## config.mk

```make
export PLATFORM = sky130hd
export DESIGN_NAME = hazard_scoreboard
export DESIGN_NICKNAME = d
export VERILOG_FILES = /design/src/rtl/hazard_scoreboard.sv
export SDC_FILE = /design/constraint.sdc
export NUM_CORES = 1
export LEC_CHECK = 0
export CAP_MARGIN = 20
export CORE_UTILIZATION = 51
export DETAILED_ROUTE_END_ITERATION = 6
export PLACE_DENSITY_LB_ADDON = 0.15
export SYNTH_ARGS = -nofsm -noshare
export SYNTH_HDL_FRONTEND = slang
export SYNTH_SLANG_ARGS = --single-unit
```

## constraint.sdc

```tcl
create_clock -name clk -period 5.8 [get_ports clk]
set_clock_uncertainty 0.1 [all_clocks]
set_input_delay 0.58 -clock clk [delete_from_list [all_inputs] [get_ports clk]]
set_output_delay 0.58 -clock clk [all_outputs]
set_load 0.02 [all_outputs]
```

## src/rtl/hazard_scoreboard.sv

```systemverilog
// hazard_scoreboard: per-register write tracking between ID and EX.
// Each architectural register x1..x31 carries a busy flag, a kind (ALU or
// load) and a small countdown. ALU writes retire after a fixed latency, load
// writes retire on their writeback handshake. ID is stalled on RAW/WAW
// conflicts against the registered state only (no same-cycle bypass).
module hazard_scoreboard #(
  parameter int          REG_ADDR_WIDTH = 5,
  parameter int          NUM_REGS       = 32,
  parameter int          ALU_LAT        = 2,
  parameter logic [63:0] RESET_PC       = 64'h8000_0000
) (
  input  logic                      clk,
  input  logic                      rst_n,
  input  logic                      id_valid,
  input  logic [63:0]               id_pc,
  input  logic [REG_ADDR_WIDTH-1:0] id_rs1,
  input  logic                      id_rs1_en,
  input  logic [REG_ADDR_WIDTH-1:0] id_rs2,
  input  logic                      id_rs2_en,
  input  logic [REG_ADDR_WIDTH-1:0] id_rd,
  input  logic                      id_rd_we,
  input  logic                      id_is_load,
  input  logic                      ex_ready,
  input  logic                      wb_valid,
  input  logic [REG_ADDR_WIDTH-1:0] wb_addr,
  input  logic                      flush,
  output logic                      stall_id,
  output logic                      issue_fire,
  output logic [NUM_REGS-1:0]       busy_mask,
  output logic [5:0]                pending_cnt
);

  // Countdown start value; ALU_LAT is limited to 1..3 so two bits suffice.
  localparam logic [1:0] ALU_CNT = 2'(ALU_LAT);

  logic [NUM_REGS-1:0] busy_q;
  logic [NUM_REGS-1:0] kind_ld_q;   // 1 = load (cleared by WB), 0 = ALU
  logic [1:0]          cnt_q [NUM_REGS];

  logic bubble;
  logic raw;
  logic waw;
  logic alloc;

  function automatic logic [5:0] popcount(input logic [NUM_REGS-1:0] v);
    logic [5:0] n;
    n = '0;
    for (int i = 0; i < NUM_REGS; i++) n = n + 6'(v[i]);
    return n;
  endfunction

  // Hazard detection and issue decision from registered state only.
  always_comb begin
    bubble     = ~id_valid | (id_pc == 64'd0) | (id_pc == RESET_PC);
    raw        = (id_rs1_en & busy_q[id_rs1]) | (id_rs2_en & busy_q[id_rs2]);
    waw        = id_rd_we & busy_q[id_rd];
    stall_id   = ~bubble & (raw | waw | ~ex_ready);
    issue_fire = ~bubble & ~raw & ~waw & ex_ready & ~flush;
    alloc      = issue_fire & id_rd_we & (id_rd != '0);
  end

  // Per-register tracking: allocate on issue, retire by countdown or WB.
  always_ff @(posedge clk or negedge rst_n) begin
    if (!rst_n) begin
      busy_q    <= '0;
      kind_ld_q <= '0;
      for (int r = 0; r < NUM_REGS; r++) cnt_q[r] <= 2'd0;
    end else if (flush) begin
      // Redirect kills every in-flight write, overriding WB and countdowns.
      busy_q <= '0;
      for (int r = 0; r < NUM_REGS; r++) cnt_q[r] <= 2'd0;
    end else begin
      // x0 is never allocated, so its entry stays clear from reset.
      for (int r = 1; r < NUM_REGS; r++) begin
        if (alloc && (id_rd == REG_ADDR_WIDTH'(r))) begin
          busy_q[r]    <= 1'b1;
          kind_ld_q[r] <= id_is_load;
          cnt_q[r]     <= id_is_load ? 2'd0 : ALU_CNT;
        end else if (busy_q[r]) begin
          if (!kind_ld_q[r]) begin
            if (cnt_q[r] == 2'd1) busy_q[r] <= 1'b0;
            cnt_q[r] <= cnt_q[r] - 2'd1;
          end else if (wb_valid && (wb_addr == REG_ADDR_WIDTH'(r))) begin
            busy_q[r] <= 1'b0;
          end
        end
      end
    end
  end

  // Observation views of the registered state.
  always_comb begin
    busy_mask   = busy_q;
    pending_cnt = popcount(busy_q);
  end

endmodule
```

==> out/metrics.yaml <==
worst_setup_path:
  worst-path-buf-inv: 7
  crit_path_start_kind: "register"
  endpoint_kind: "output pin"
  crit_path_max_incr_delay_ns: 0.56
  path_class: "reg -> out"
  cp_top_family: "adder cells"
  cp_max_fo: 2
  path_cells: "fa_1, fa_2, inv_2, fa_1, inv_2, fa_1, fa_1, inv_2, fa_1, inv_2, fa_2, inv_2, fa_2, inv_1, a21o_1, a21oi_2, xnor2_1, buf_4"
  cp_slowest_cell: "fa_2"
  worst_ep_arrival_time_ns: 5.24
  required_ns: 5.12
clocking:
  cts_tree: "yes"
  htreeDepth: 4
  ctsLongestPathBuffers: 2
  clock_sinks: 124
  cts_buffers: 17
  worst_skew_pair.late_latency_ns: 0.42
  holdBufCountCts: 0
  clk_pin_slew_ns: 0.05
  clockRootBuffer: "clkbuf_16"
power_and_ir_drop:
  p_leak_nw: 4.66
  total_power_mw: 2.16
  clkPwrFrac: 0.474
  p_sw_mw: 0.521
  p_int_mw: 1.64
  powerDensity_nw_per_um2: 203
  seq_power_share: 0.412
  p_sw_frac: 0.241
  worst_ir_drop_vdd_v: 0.000218
  combPwrFrac: 0.113
synth:
  syn_nets: 982
  netlist_top_cells_area: "dfrtp_1, ha_1, fa_1, mux4_2, o21ai_0"
  synthSimpleGateAreaFrac: 0.176
  async_flop_share: 1.00
  synth_xor_area_frac: 0.0357
  ys_seq_elements: 124
  yosysTopAreaCellShare: 0.372
  postSynthAreaPerCell_um2: 10.1
  yosysUniqueCellTypes: 58
  synth_edf_count: 0
  yosys_warnings: 0
  synth_top_family_by_area: "simple AND/OR/NAND/NOR gates"
  synth_top_cell_by_area: "dfrtp_1"
  synth_compound_area_frac: 0.157
  synth.area.mux_share: 0.0929
  ys.flop_type: "dfrtp_1"
  netlist_instances: 827
  synth_seq_area_share: 0.372
  yosys.area_share.adder: 0.112
  syn_area_um2: 8330
sta:
  slew_violations: 0
  max_freq_mhz: 169
  hold_viol: 0
  setup_violations: 1
  min_period_ns: 5.92
  rsz0062_at_grt: "true"
  tns_ns: -0.116
  whs_ns: 0.138
  timing.final.crit_share: 1.02
  slew-limit-headroom: 0.350
  worst_pin_slew_ns: 0.971
  fin_ws_ns: -0.116
finish:
  final_common_cell: "dfrtp_1"
  drive_above_1_share: 0.140
  finish.utilization: 0.666
  final_cell_mix: "dfrtp_1, clkdlybuf4s50_1, o21ai_0"
  antenna_cells: 0
  layout.cells.non_filler: 1212
  syn_to_final_growth_pct: 27.3
  nets: 1139
placement:
  dpl.hpwl_um: 18700
  gp_congestion: 0.902
  dp.cells: 1178
  io_buffers: 131
drt:
  drt_pass1_iterations: 5
  route.detailed.drc: 0
  antenna_left: 0
  drt_iter0_drc: 571
  num_vias: 7216
  viasPerCell: 5.95
  wl_per_cell_um: 20.8
  drt-total-wl_um: 25200
die:
  core_area_um2: 15900
  die_w_um: 130
  io-pin-count: 134
  initial_core_util: 0.523
  fp.dieH_um: 130
  die_area_um2: 16900
  floorplan.rows: 46
global_route:
  grt_pass1_wl_um: 39500
  gr-total-overflow: 0
  grt_max_degree: 69
  antenna_found_initial: 0
  grt_pass1_vias: 7193
  grt_usage: 0.317
status:
  status: "finished with violations"
  violations: "setup timing"
job:
  drv_cap: 0
worst_hold_path:
  hold_path_class: "in -> async"
-- layout make-up --
| cell class | count | area, um^2 |
|---|---|---|
| clock inverter | 7 | 90.1 |
| multi-input combinational | 601 | 4820 |
| sequential | 124 | 3100 |
| tap | 216 | 270 |
| fill | 1304 | 5330 |
| timing repair buffer | 172 | 1610 |
| clock buffer | 24 | 472 |
| inverter | 68 | 255 |
-- sequential cells by signal, summed over array words and instances, names as in the netlist --
name and count:
cnt_q 62, busy_mask 31, kind_ld_q 31
-- cell usage after synthesis (7+ instances only) --
cell type and number:
dfrtp_1 124, inv_1 67, o21ai_0 66, nor2_1 52, nand2_1 41, ha_1 38, a211oi_1 33, nor2b_1 27
a21oi_1 24, fa_1 23, nand3b_1 23, xnor2_1 23, nor4_1 21, mux2_2 20, nand4_1 20, a221oi_1 19
clkbuf_1 19, nand2b_1 18, mux4_2 15, a22o_1 14, nand3_1 14, nor3_1 13, mux2i_1 11, o21a_1 11
o31ai_1 11, xor2_1 11, a21o_1 7
-- repair_timing --
| action | 4_1_cts | 5_1_grt |
|---|---|---|
| endpoints found under the setup margin | 5 | 5 |
| pin swaps | 14 | 4 |
| resized for setup | 35 | 7 |
| setup buffers | 1 | 0 |
-- cells by family after synthesis --
logic type	count (synthesis)
AO/OA/AOI/OAI	197
XOR/XNOR	34
adder cells (fa/ha/maj)	61
buffers and inverters	102
flip-flops	124
multiplexers	51
other	1
AND/OR/NAND/NOR	257
-- power by group through the flow --
stage | registers (mW) | logic (mW) | clock network, mW
finish | 0.890 | 0.245 | 1.02
floorplan | 0.903 | 0.111 | 0
CTS | 0.890 | 0.241 | 1.03
global placement | 0.904 | 0.238 | 0
global route | 0.892 | 0.262 | 1.07
detailed placement | 0.905 | 0.241 | 0
-- worst paths after layout --
kind                          startpoint              to  slack (ns)  cells past startpoint
hold reg to reg            kind_ld_q[29]   kind_ld_q[29]        0.41                      1
setup / recovery           busy_mask[22]  pending_cnt[4]       -0.12                     18
hold / removal                     rst_n    busy_mask[9]        0.14                      1
setup reg to reg           busy_mask[21]        cnt_q[2]        2.23                      9
min in group clk           kind_ld_q[29]   kind_ld_q[29]        0.41                      1
max in group asynchronous          rst_n   busy_mask[26]        4.10                      2
-- per-layer routing --
metal	share of wire	global-route usage
met2	0.47	0.512
met4	0.026	0.109
met3	0.080	0.0705
met1	0.42	0.421
met5	0	0
-- metrics by stage --
stage | instance area [um^2] | setup slack [ns]
6_report | 10600 | -0.116
3_3_place_gp | 10000 | -0.133
4_1_cts | 10600 | -0.128
2_1_floorplan | 8330 | 0.230
3_5_place_dp | 10000 | -0.186
5_1_grt | 10600 | -0.314
(Power assumes the default switching activity.)
